### config.mk
export PLATFORM = sky130hd
export DESIGN_NAME = button_conditioner
export DESIGN_NICKNAME = d
export VERILOG_FILES = /design/src/rtl/btn_pkg.sv /design/src/rtl/sync_2ff.sv /design/src/rtl/button_conditioner.sv
export SDC_FILE = /design/constraint.sdc
export NUM_CORES = 1
export LEC_CHECK = 0
export ABC_CLOCK_PERIOD_IN_PS = 4500
export CAP_MARGIN = 20
export CORE_MARGIN = 1
export CORE_UTILIZATION = 50
export CTS_CLUSTER_DIAMETER = 40
export DETAILED_ROUTE_END_ITERATION = 12
export DONT_BUFFER_PORTS = 1
export GPL_TIMING_DRIVEN = 0
export PLACE_DENSITY = 0.72
export SLEW_MARGIN = 40
export SYNTH_ARGS = -nofsm -noshare
export SYNTH_HDL_FRONTEND = slang
export SYNTH_SLANG_ARGS = --single-unit
### constraint.sdc
create_clock -name clk -period 4.5 [get_ports clk]
set_input_delay 0.9 -clock clk [delete_from_list [all_inputs] [get_ports clk]]
set_output_delay 0.9 -clock clk [all_outputs]
set_load 0.02 [all_outputs]
### src/rtl/btn_pkg.sv
// ============================================================================
// Package : btn_pkg
// Purpose : Shared types and default timing constants for the push-button
//           conditioner (FSM state encoding, default cycle counts at 27 MHz).
// Contents: btn_state_t, CLK_HZ, DEBOUNCE_CYCLES_DEF, LONG_CYCLES_DEF,
//           REPEAT_CYCLES_DEF
// Revision: 1.0 - initial release
// ============================================================================
`default_nettype none

package btn_pkg;

  typedef enum logic [2:0] {
    IDLE       = 3'd0,
    PRESS_DB   = 3'd1,
    PRESSED    = 3'd2,
    HELD       = 3'd3,
    RELEASE_DB = 3'd4
  } btn_state_t;

  localparam int CLK_HZ              = 27000000;
  localparam int DEBOUNCE_CYCLES_DEF = CLK_HZ / 50;  // 20 ms
  localparam int LONG_CYCLES_DEF     = CLK_HZ;       // 1 s
  localparam int REPEAT_CYCLES_DEF   = CLK_HZ / 10;  // 100 ms

endpackage

`default_nettype wire

### src/rtl/sync_2ff.sv
// ============================================================================
// Module  : sync_2ff
// Purpose : Two-flop synchroniser for a single asynchronous input pin. Both
//           flops reset to RESET_VAL so the pin reads as its idle level
//           straight out of reset.
// Ports   : clk  - system clock
//           rst  - synchronous, active-low reset
//           d    - asynchronous input
//           q    - synchronised output (two clk cycles of latency)
// Revision: 1.0 - initial release
// ============================================================================
`default_nettype none

module sync_2ff #(
  parameter logic RESET_VAL = 1'b0
) (
  input  logic clk,
  input  logic rst,
  input  logic d,
  output logic q
);

  logic meta;

  always_ff @(posedge clk) begin
    if (!rst) begin
      meta <= RESET_VAL;
      q    <= RESET_VAL;
    end else begin
      meta <= d;
      q    <= meta;
    end
  end

endmodule

`default_nettype wire

### src/rtl/button_conditioner.sv
// ============================================================================
// Module  : button_conditioner
// Purpose : Synchronises and debounces one raw push-button, producing a clean
//           pressed level plus one-cycle press, release, long-press and
//           auto-repeat events. All outputs are registered.
// Ports   : clk       - system clock
//           rst       - synchronous, active-low reset
//           btn_i     - raw asynchronous button pin
//           level_o   - debounced pressed level, active-high
//           press_o   - one-cycle pulse on accepted press
//           release_o - one-cycle pulse on accepted release
//           long_o    - one-cycle pulse when hold reaches LONG_CYCLES
//           repeat_o  - one-cycle pulse every REPEAT_CYCLES after long_o
// Revision: 1.0 - initial release
// ============================================================================
`default_nettype none

module button_conditioner
  import btn_pkg::*;
#(
  parameter int DEBOUNCE_CYCLES = DEBOUNCE_CYCLES_DEF,
  parameter int LONG_CYCLES     = LONG_CYCLES_DEF,
  parameter int REPEAT_CYCLES   = REPEAT_CYCLES_DEF,
  parameter bit ACTIVE_LOW_IN   = 1'b1
) (
  input  logic clk,
  input  logic rst,
  input  logic btn_i,
  output logic level_o,
  output logic press_o,
  output logic release_o,
  output logic long_o,
  output logic repeat_o
);

  localparam int DB_W   = $clog2(DEBOUNCE_CYCLES) + 1;
  localparam int HOLD_W = $clog2(LONG_CYCLES) + 1;
  localparam int REP_W  = $clog2((REPEAT_CYCLES > 0) ? REPEAT_CYCLES : 1) + 1;

  localparam logic [DB_W-1:0]   DB_LAST   = DB_W'(DEBOUNCE_CYCLES - 1);
  localparam logic [HOLD_W-1:0] HOLD_LAST = HOLD_W'(LONG_CYCLES - 1);
  localparam logic [REP_W-1:0]  REP_LAST  =
    REP_W'((REPEAT_CYCLES > 0) ? REPEAT_CYCLES - 1 : 0);
  localparam bit REPEAT_EN = (REPEAT_CYCLES > 0);

  // Synchroniser idles at the released pin level.
  localparam logic SYNC_RESET = ACTIVE_LOW_IN ? 1'b1 : 1'b0;

  logic sync_q;
  logic pressed;

  btn_state_t        state, state_next;
  logic [DB_W-1:0]   db_cnt, db_next;
  logic [HOLD_W-1:0] hold_cnt, hold_next;
  logic [REP_W-1:0]  rep_cnt, rep_next;
  logic              held, held_next;  // RELEASE_DB came from HELD

  logic level_next, press_next, release_next, long_next, repeat_next;

  sync_2ff #(
    .RESET_VAL(SYNC_RESET)
  ) u_sync (
    .clk(clk),
    .rst(rst),
    .d  (btn_i),
    .q  (sync_q)
  );

  assign pressed = ACTIVE_LOW_IN ? ~sync_q : sync_q;

  // State, counters and registered outputs.
  always_ff @(posedge clk) begin
    if (!rst) begin
      state     <= IDLE;
      db_cnt    <= '0;
      hold_cnt  <= '0;
      rep_cnt   <= '0;
      held      <= 1'b0;
      level_o   <= 1'b0;
      press_o   <= 1'b0;
      release_o <= 1'b0;
      long_o    <= 1'b0;
      repeat_o  <= 1'b0;
    end else begin
      state     <= state_next;
      db_cnt    <= db_next;
      hold_cnt  <= hold_next;
      rep_cnt   <= rep_next;
      held      <= held_next;
      level_o   <= level_next;
      press_o   <= press_next;
      release_o <= release_next;
      long_o    <= long_next;
      repeat_o  <= repeat_next;
    end
  end

  // Next-state and counter update. hold_cnt/rep_cnt are left untouched while
  // a release is being debounced so a short glitch only pauses the timing.
  always_comb begin
    state_next = state;
    db_next    = db_cnt;
    hold_next  = hold_cnt;
    rep_next   = rep_cnt;
    held_next  = held;
    case (state)
      IDLE: begin
        held_next = 1'b0;
        if (pressed) begin
          state_next = PRESS_DB;
          db_next    = '0;
        end
      end
      PRESS_DB: begin
        if (!pressed) begin
          state_next = IDLE;
        end else if (db_cnt == DB_LAST) begin
          state_next = PRESSED;
          hold_next  = '0;
          held_next  = 1'b0;
        end else begin
          db_next = db_cnt + 1'b1;
        end
      end
      PRESSED: begin
        if (!pressed) begin
          state_next = RELEASE_DB;
          db_next    = '0;
        end else if (hold_cnt == HOLD_LAST) begin
          state_next = HELD;
          rep_next   = '0;
          held_next  = 1'b1;
        end else begin
          hold_next = hold_cnt + 1'b1;
        end
      end
      HELD: begin
        if (!pressed) begin
          state_next = RELEASE_DB;
          db_next    = '0;
        end else if (REPEAT_EN && (rep_cnt == REP_LAST)) begin
          rep_next = '0;
        end else if (REPEAT_EN) begin
          rep_next = rep_cnt + 1'b1;
        end
      end
      RELEASE_DB: begin
        if (pressed) begin
          state_next = held ? HELD : PRESSED;
        end else if (db_cnt == DB_LAST) begin
          state_next = IDLE;
          held_next  = 1'b0;
        end else begin
          db_next = db_cnt + 1'b1;
        end
      end
      default: begin
        state_next = IDLE;
        db_next    = '0;
        hold_next  = '0;
        rep_next   = '0;
        held_next  = 1'b0;
      end
    endcase
  end

  // Output decode from the transition being taken; registered above.
  always_comb begin
    level_next   = (state_next == PRESSED) || (state_next == HELD) ||
                   (state_next == RELEASE_DB);
    press_next   = (state == PRESS_DB)   && (state_next == PRESSED);
    release_next = (state == RELEASE_DB) && (state_next == IDLE);
    long_next    = (state == PRESSED)    && (state_next == HELD);
    repeat_next  = REPEAT_EN && (state == HELD) && pressed &&
                   (rep_cnt == REP_LAST);
  end

endmodule

`default_nettype wire
==> summary.md, run 1 <==
* finished, final reports clean — status
* 0.600 — final cycle utilization of the critical path
* 6 — largest fanout on the critical path
* 525 — final net count
* 15.9 mm — global-route wire length before repair
* 0.00872 sq mm — Die Outline Area
* 0 ps — setup tns final
* dfxtp_1 — leading register cell type out of synthesis
* dfxtp_1 — leading cell type in the layout, fill and taps excluded
* 3418 — vias in the first global route
* 4770 ps — required time of the critical path
* 0 — number of max-cap violations
* 2700 ps — final worst path period need
* 1800 ps — post-route setup slack
* 0 — number of antenna repair diodes
* 2 — clock tree buffer depth
* 0.227 — overall track demand over capacity in global routing
* 93.4 um — Chip Height
* 3763 — total vias in the final route
* flop to flop — Hold/Removal Path Class
* 7.85% — Area Overhead vs Synth
* 32 — floorplan row count
* 58 — Synth cell types
* 1.51 nW — LEAKAGE
* 9 — TritonCTS Buffers
* 0.160 mV — Max VDD drop
* 0 — post-CTS sizing
* 0 — Synth Warn #
* 0 — number of hold violations in the final report
* 2970 ps — worst path arrival time
* 0.464 — tightest slew margin relative to the limit
* 283 mW/mm^2 — total power density per cell area
* 13.1 ps — Post-Route Skew
* 15 — largest net degree at the start of global routing
* 6.01 — post-detailed-route via-to-cell ratio
* 0 — number of nets with antenna violations after routing
* 0 — fraction of registers with async set/reset
* 259 — initial detailed-routing violation count
* 0.00450 sq mm — area of all placed cells without fillers
* 0 — Final Max Slew Viols
* 797 ps — pin slew with the least headroom to its limit
* flop — launching element type of the critical path
* 3 — H-tree Lvls
* 0.0649 — fraction of layout cells with a size suffix above 1
* 0 — final setup violation count
* 371 MHz — highest attainable clock frequency
* 8 — # IOs
* 14.9 um — average wire per standard cell
* 0.861 — routability congestion estimate
* flop — CP Capture Type
* 81 — flip-flop and latch count after synthesis
* 514 — net count after synthesis
* 0.388 — fraction of the yosys area taken by sequential cells
* no — unrepaired setup endpoints after global routing
* 0.00418 sq mm — Post-Syn Area
* 80 ps — CTS clk-pin slew, worst paths
* flop to flop — CP Class
* done — clock tree from TritonCTS
* 8.22 sq um — Avg Cell Area, Syn
* 0 — number of buffers inserted to repair setup after CTS
* clkbuf_8 — master cell of the clock root buffer
* 9.31 mm — routed wire length
* 93.4 um — Die Wd
* 0.00789 sq mm — placeable core region
* 81 — Sink Count
* 6.57 mm — post-DP HPWL
* 5 — first drt pass iteration count
* 0 — count of input and output buffers
* dfxtp_1 (81), nor2_1 (64), xor2_1 (36), nand4_1 (33), a21oi_1 (32) — commonest cells after routing, fill and taps aside
* 0 — CTS Hold Bufs
* 0 — number of enable flip-flop cells after synthesis
* 1830 ps — setup slack after placement
* 0.530 — Starting Density
* 508 — Mapped Cells
* 0 — gr ovfl total
* 0 — number of design rule violations left after detail routing
* 350 ps — clock latency on the worst-skew pair
* 0 — antenna violations before repair
* 0.00431 sq mm — area post-placement
cells in the mapped netlist, types with 6 or more instances:
| master | n | share of area |
|---|---|---|
| or4_1 | 10 | 0.018 |
| nor2_1 | 64 | 0.058 |
| clkbuf_1 | 17 | 0.015 |
| inv_1 | 13 | 0.012 |
| xnor2_1 | 7 | 0.015 |
| o21ai_0 | 21 | 0.025 |
| and2_1 | 7 | 0.010 |
| and4_1 | 6 | 0.013 |
| nand4_1 | 33 | 0.049 |
| nand3_1 | 29 | 0.035 |
| nand2b_1 | 7 | 0.010 |
| a21oi_1 | 32 | 0.038 |
| nand2_1 | 27 | 0.024 |
| or3_1 | 18 | 0.027 |
| xor2_1 | 36 | 0.075 |
| dfxtp_1 | 81 | 0.39 |
| and3_1 | 20 | 0.030 |
| nor3_1 | 9 | 0.011 |
worst max-delay path: stages, from the launching register on:
cell,delay [ps]
dfxtp_1,370
nor4b_2,440
nand4_1,310
o31ai_4,480
o21ai_1,230
or4b_2,640
a21oi_1,150
worst paths after layout:
path,cells past startpoint,startpoint,slack [ps],endpoint
max,6,db_cnt[14],1800,hold_cnt[1]
min,1,u_sync.meta,410,u_sync.q
max reg2reg,6,db_cnt[14],1800,hold_cnt[1]
min reg2reg,1,u_sync.meta,410,u_sync.q
logic make-up (layout without fill, tap and decap cells):
family | after synthesis | after routing | synth area share
simple gates | 255 | 255 | 0.337
compound gates | 88 | 88 | 0.138
flops | 81 | 81 | 0.388
xor+xnor | 43 | 43 | 0.0902
buf+inv | 37 | 53 | 0.0347
fa+ha+maj | 3 | 3 | 0.00899
mux | 1 | 1 | 0.00240
per-layer routing:
metal,global-route usage,up-vias,share of wire
li1,-,1866,-
met1,0.326,1779,0.49
met2,0.346,106,0.44
met3,0.0341,12,0.054
met4,0.0769,0,0.013
met5,0,-,0
final cells by class:
class / instances / area [sq um]
Buffer: 23 / 92.6
Clock buffer: 9 / 124
Clock inverter: 7 / 71.3
Fill cell: 716 / 3380
Inverter: 14 / 52.6
Multi-Input combinational cell: 390 / 2410
Sequential cell: 81 / 1620
Tap cell: 102 / 128
report_power, final:
group	internal [W]	switching (W)	total [W]
sequential	0.000717	0.000000938	0.000718
combinational	0.00000778	0.0000246	0.0000324
clock	0.000256	0.000266	0.000522
total	0.000981	0.000291	0.00127
state kept, by name, indices dropped and copies added (netlist names):
signal	cells
level_o	1
repeat_o	1
release_o	1
u_sync.q	1
rep_cnt	23
long_o	1
hold_cnt	26
state	3
u_sync.meta	1
db_cnt	21
press_o	1
held	1
stage by stage:
stage          cells  power (W)  utilization  hold WS [ps]
6_report         626    0.00127        0.571           415
5_1_grt          626    0.00132        0.571           442
4_1_cts          626    0.00128        0.571           415
3_5_place_dp     610   0.000767        0.546           397
3_3_place_gp     610   0.000767        0.546           390
2_1_floorplan    508   0.000758            -           386
No activity file was read; power rests on OpenSTA's default activity.
==> run 2, diff against run 1 <==
--- a/config.mk
+++ b/config.mk
@@ -5,7 +5,7 @@
 export SDC_FILE = /design/constraint.sdc
 export NUM_CORES = 1
 export LEC_CHECK = 0
-export ABC_CLOCK_PERIOD_IN_PS = 4500
+export ABC_CLOCK_PERIOD_IN_PS = 2500
 export CAP_MARGIN = 20
 export CORE_MARGIN = 1
 export CORE_UTILIZATION = 50
==> constraint.sdc (replaced) <==
create_clock -name clk -period 2.5 [get_ports clk]
set_input_delay 0.5 -clock clk [delete_from_list [all_inputs] [get_ports clk]]
set_output_delay 0.5 -clock clk [all_outputs]
set_load 0.02 [all_outputs]
==> run 2 against run 1 <==
  * The flow now finishes with violations (negative setup slack)
  * Clock skew shrank 3.4 ps
  * Register-to-register slack lost 1900 ps
  * First-iteration DRC count grew 31%
  * Final cell count grew 2.2%
  * Worst setup slack lost 1900 ps
  * Largest cell class unchanged
  * Highest routed layer unchanged
==> summary.md, run 2 (same netlist as run 1, synthesis figures left out) <==
* complete, but fails checks — status
* negative setup slack — violations in the final reports
* 1 — cell depth of the worst hold path
* 93.4 um — Chip Height
* 0.861 — routability congestion estimate
* 0 — number of hold violations in the final report
* 490 mW/mm^2 — total power density per cell area
* 0.00230 W — power after layout
* 9 — TritonCTS Buffers
* 16.2 mm — global-route wire length before repair
* hold_cnt: 26 flops, rep_cnt: 23 flops, db_cnt: 21 flops — Regs by FF count
* flop — CP Capture Type
* 0 — count of input and output buffers
* -77.6 ps — post-route setup slack
* 0 — number of max-cap violations
* or4_4 — Slowest-stage cell, CP
* 590 ps — critical path's largest stage delay
* 3844 — total vias in the final route
* 0 — number of design rule violations left after detail routing
* 251 ps — worst slack on hold paths
* 11 — final setup violation count
* done — clock tree from TritonCTS
* 0.595 — final core occ
* 2730 ps — required time of the critical path
* 3 — H-tree Lvls
* 0 — number of nets with antenna violations after routing
* 5 — largest fanout on the critical path
* -281 ps — setup tns final
* 0.330 — GR met1 Demand/Resource
* 350 ps — clock latency on the worst-skew pair
* 6.57 mm — post-DP HPWL
* 0.00872 sq mm — Die Outline Area
* 2 — clock tree buffer depth
* 7 — cells on worst reg2reg path
* 12.4% — Area Overhead vs Synth
* primary input to flop — Hold/Removal Path Class
* 26 — number of flip-flops in the largest register
* 0.121 — fraction of layout cells with a size suffix above 1
* 0 — CTS Hold Bufs
* 0.232 — overall track demand over capacity in global routing
* 0.0350 — GRT met3 Usage
* 0.534 — tightest slew margin relative to the limit
* hold_cnt[6] — reg-to-reg critical path startpoint
* 0.292 mV — Max VDD drop
* 0 — antenna violations before repair
* clkbuf_8 — master cell of the clock root buffer
* 0.530 — Starting Density
* 0 — Final Max Slew Viols
* 15.3 um — average wire per standard cell
* flop to flop — CP Class
* 8 — # IOs
* flop — launching element type of the critical path
* hold_cnt[14] — capturing point of the worst reg2reg path
* 0.00789 sq mm — placeable core region
* 6.01 — post-detailed-route via-to-cell ratio
* 0 — gr ovfl total
* hold_cnt — register with the most flip-flops
* dfxtp_1 — leading cell type in the layout, fill and taps excluded
* 9.82 mm — routed wire length
* u_sync.meta — hold-critical path endpoint
* yes — unrepaired setup endpoints after global routing
* 81 — Sink Count
* 338 — initial detailed-routing violation count
* btn_i — startpoint of the lowest-slack hold path
* 15 — largest net degree at the start of global routing
* 32 — floorplan row count
* 5 — first drt pass iteration count
* 3487 — vias in the first global route
* 80 ps — CTS clk-pin slew, worst paths
* 1.63 nW — LEAKAGE
* 388 MHz — highest attainable clock frequency
* 9.64 ps — Post-Route Skew
* 0.355 — met2 Resource Use GR
* 539 — final net count
* 2580 ps — final worst path period need
* 698 ps — pin slew with the least headroom to its limit
* or4b_4 > or4_4 > o21a_4 > o211ai_1 > buf_4 > xor2_1 > nor2_1 — CP Cell Sequence
* 1.03 — final cycle utilization of the critical path
* 93.4 um — Die Wd
* met2 — layer with the highest usage after global routing
* 0 — number of antenna repair diodes
* dfxtp_1 (76), nor2_1 (64), xor2_1 (36), nand4_1 (33), a21oi_1 (31) — commonest cells after routing, fill and taps aside
* 2810 ps — worst path arrival time
* -80 ps — minimum setup slack among reg-to-reg paths
run 2: worst max-delay path by stage:
stage / slack, ps / depth (start not counted) / to / start
2_1_floorplan: 190 / 6 / rep_cnt[10] / hold_cnt[21]
3_5_place_dp: -170 / 6 / hold_cnt[1] / db_cnt[14]
4_1_cts: -60 / 7 / rep_cnt[22] / hold_cnt[8]
5_1_grt: -140 / 7 / hold_cnt[11] / hold_cnt[6]
3_3_place_gp: -100 / 7 / rep_cnt[3] / hold_cnt[6]
6_report: -80 / 7 / hold_cnt[14] / hold_cnt[6]
run 2: critical path: cells and delay by family (launching register included):
kind                   cells  cell delay [ps]
AO/OA/AOI/OAI              2              570
XOR/XNOR                   1              150
buffers and inverters      1              220
flip-flops                 1              330
AND/OR/NAND/NOR            3             1190
run 2: power breakdown:
group          internal [W]  leakage [nW]  switching [W]
combinational     0.0000174         0.873      0.0000460
sequential          0.00129         0.656     0.00000171
clock              0.000461         0.103       0.000482
total               0.00177          1.63       0.000530
run 2: area by class of cell:
type / instances / area (sq um)
Multi-Input combinational cell: 390 / 2470
Sequential cell: 81 / 1630
Clock inverter: 7 / 71.3
Inverter: 14 / 52.6
Tap cell: 102 / 128
Timing Repair Buffer: 14 / 104
Fill cell: 689 / 3190
Clock buffer: 9 / 124
Buffer: 23 / 115
run 2: repair_timing:
item | 4_1_cts | 5_1_grt
pin swaps | 11 | 12
setup endpoints to repair | 42 | 54
buffers inserted | 8 | 4
gates cloned | 0 | 2
gates resized for setup | 14 | 23
run 2: metrics by stage:
| step | setup WS (ps) | cells | cell area (sq um) |
|---|---|---|---|
| after global placement | -101 | 610 | 4300 |
| after floorplan | 190 | 508 | 4180 |
| after global routing | -141 | 640 | 4690 |
| final | -77.6 | 640 | 4690 |
| after CTS | -63.9 | 634 | 4600 |
| after detailed placement | -172 | 610 | 4310 |
run 2: routing by layer:
layer | vias to the layer above | part of all wire
li1 | 1899 | -
met4 | 0 | 0.012
met2 | 103 | 0.46
met3 | 10 | 0.043
met5 | - | 0
met1 | 1832 | 0.48
==> run 3, diff against run 2 <==
--- a/config.mk
+++ b/config.mk
@@ -14,6 +14,7 @@
 export DONT_BUFFER_PORTS = 1
 export GPL_TIMING_DRIVEN = 0
 export PLACE_DENSITY = 0.72
+export SKIP_LAST_GASP = 1
 export SLEW_MARGIN = 40
 export SYNTH_ARGS = -nofsm -noshare
 export SYNTH_HDL_FRONTEND = slang
==> run 3 against run 2 <==
  * Die area is the same
  * The flow still finishes with violations (negative setup slack)
  * Design area grew 0.24%
  * Clock skew is essentially flat
  * Flip-flop and latch count is the same
  * Routed wire length grew 0.48%
  * Via count grew 1.1%
==> summary.md, run 3 (same netlist as run 1, synthesis figures left out) <==
* 93.4 um — Chip Height
* 0.00789 sq mm — placeable core region
* clkbuf_8 — master cell of the clock root buffer
* 10 — final setup violation count
* 260 — initial detailed-routing violation count
* 688 — Layout fillers
* 12.7% — Area Overhead vs Synth
* 0.293 mV — Max VDD drop
* flop to flop — CP Class
* yes — unrepaired setup endpoints after global routing
* 1.03 — final cycle utilization of the critical path
* 8 — # IOs
* 2 — clock tree buffer depth
* 0 — number of antenna repair diodes
* 0.00431 sq mm — area post-placement
* 9.86 mm — routed wire length
* 2810 ps — worst path arrival time
* 0.530 — Starting Density
* 2570 ps — final worst path period need
* 0 — antenna violations before repair
* 2740 ps — required time of the critical path
* 0.00471 sq mm — area of all placed cells without fillers
* 1.63 nW — LEAKAGE
* dfxtp_1 (76), nor2_1 (64), xor2_1 (36), nand4_1 (33), a21oi_1 (31) — commonest cells after routing, fill and taps aside
* 539 — final net count
* 3887 — total vias in the final route
* 0.861 — routability congestion estimate
* 6.07 — post-detailed-route via-to-cell ratio
* 0.00163 sq mm — total area of sequential cells
* 3485 — vias in the first global route
* flop — CP Capture Type
* 0 — Final Max Slew Viols
* 80 ps — CTS clk-pin slew, worst paths
* 5 — largest fanout on the critical path
* 9 — TritonCTS Buffers
* 0 — number of hold violations in the final report
* 9.75 ps — Post-Route Skew
* 0.125 — fraction of layout cells with a size suffix above 1
* 350 ps — clock latency on the worst-skew pair
* 685 ps — pin slew with the least headroom to its limit
* 4.52 mm — met2 wire length
* 16.2 mm — global-route wire length before repair
* 32 — floorplan row count
* 81 — Sink Count
* 0.00872 sq mm — Die Outline Area
* 0 — count of input and output buffers
* 6.57 mm — post-DP HPWL
* 93.4 um — Die Wd
* met4 — uppermost signal routing layer after detailed routing
* 5 — first drt pass iteration count
* 0 — CTS Hold Bufs
* dfxtp_1 — leading cell type in the layout, fill and taps excluded
* 0.232 — overall track demand over capacity in global routing
* 0 — number of max-cap violations
* 15 — largest net degree at the start of global routing
* hold_cnt — register with the most flip-flops
* hold_cnt: 26 flops, rep_cnt: 23 flops, db_cnt: 21 flops — Regs by FF count
* 0.00248 sq mm — area taken by multi-input logic gates
* 529 um — Routed met3 length
* 4.68 mm — post-route met1 wirelength
* -72.0 ps — post-route setup slack
* negative setup slack — violations in the final reports
* 3 — H-tree Lvls
* 26 — number of flip-flops in the largest register
* 389 MHz — highest attainable clock frequency
* done — clock tree from TritonCTS
* 0.543 — tightest slew margin relative to the limit
* 0.00230 W — power after layout
* 488 mW/mm^2 — total power density per cell area
* 15.4 um — average wire per standard cell
* primary input to flop — Hold/Removal Path Class
* flop — launching element type of the critical path
* complete, but fails checks — status
* 0 — gr ovfl total
* 0 — number of design rule violations left after detail routing
* 0 — number of nets with antenna violations after routing
==> run 3: changes by cell type in the layout (fill, tap and decap cells not counted), sizes merged <==
cell    previous run  this run
buf               20        19
clkbuf            26        27
==> run 3: final timing paths <==
check / start / endpoint / slack (ps) / cells past startpoint
min: btn_i / u_sync.meta / 250 / 1
max: hold_cnt[6] / hold_cnt[14] / -70 / 7
min reg2reg: u_sync.meta / u_sync.q / 420 / 1
max reg2reg: hold_cnt[6] / hold_cnt[14] / -70 / 7
==> run 3: report_power, final <==
part	internal (W)	switching, W	leakage, nW
Combinational	0.0000168	0.0000460	0.874
Sequential	0.00129	0.00000167	0.656
Clock	0.000461	0.000482	0.103
==> run 3: what timing repair did <==
action,4_1_cts,5_1_grt
setup endpoints to repair,42,56
gates cloned,0,2
setup buffers,8,5
pin swaps,10,13
gates resized for setup,14,23
==> run 3: layout make-up <==
cell class / instances / area share
plain buffers: 22 / 0.0234
multi-input cells: 390 / 0.527
clock inverters: 7 / 0.0152
repair buffers: 15 / 0.0237
inverters: 14 / 0.0112
well taps: 102 / 0.0271
flip-flops and latches: 81 / 0.346
clock buffers: 9 / 0.0263
==> run 3: critical path, cell delays in order (launching register included) <==
cell and delay [ps]:
dfxtp_2 330, or4b_4 540, or4_4 590, o21a_4 240
o211ai_1 330, buf_4 220, xor2_1 150, nor2_1 60
==> run 3: per-layer routing <==
metal | vias up | global-route usage
met5 | - | 0
met1 | 1861 | 0.330
met4 | 0 | 0.0808
li1 | 1900 | -
met3 | 13 | 0.0350
met2 | 113 | 0.355
==> run 3: metrics by stage <==
stage / utilization / TNS [ps] / setup WS (ps) / cells / hold slack, ps
final: 0.597 / -284 / -72.0 / 640 / 251
after global routing: 0.597 / -1310 / -141 / 640 / 254
after CTS: 0.584 / -230 / -63.9 / 634 / 255
after detailed placement: 0.546 / -2290 / -172 / 610 / 397
after global placement: 0.546 / -1560 / -101 / 610 / 390
after floorplan: - / 0 / 190 / 508 / 386
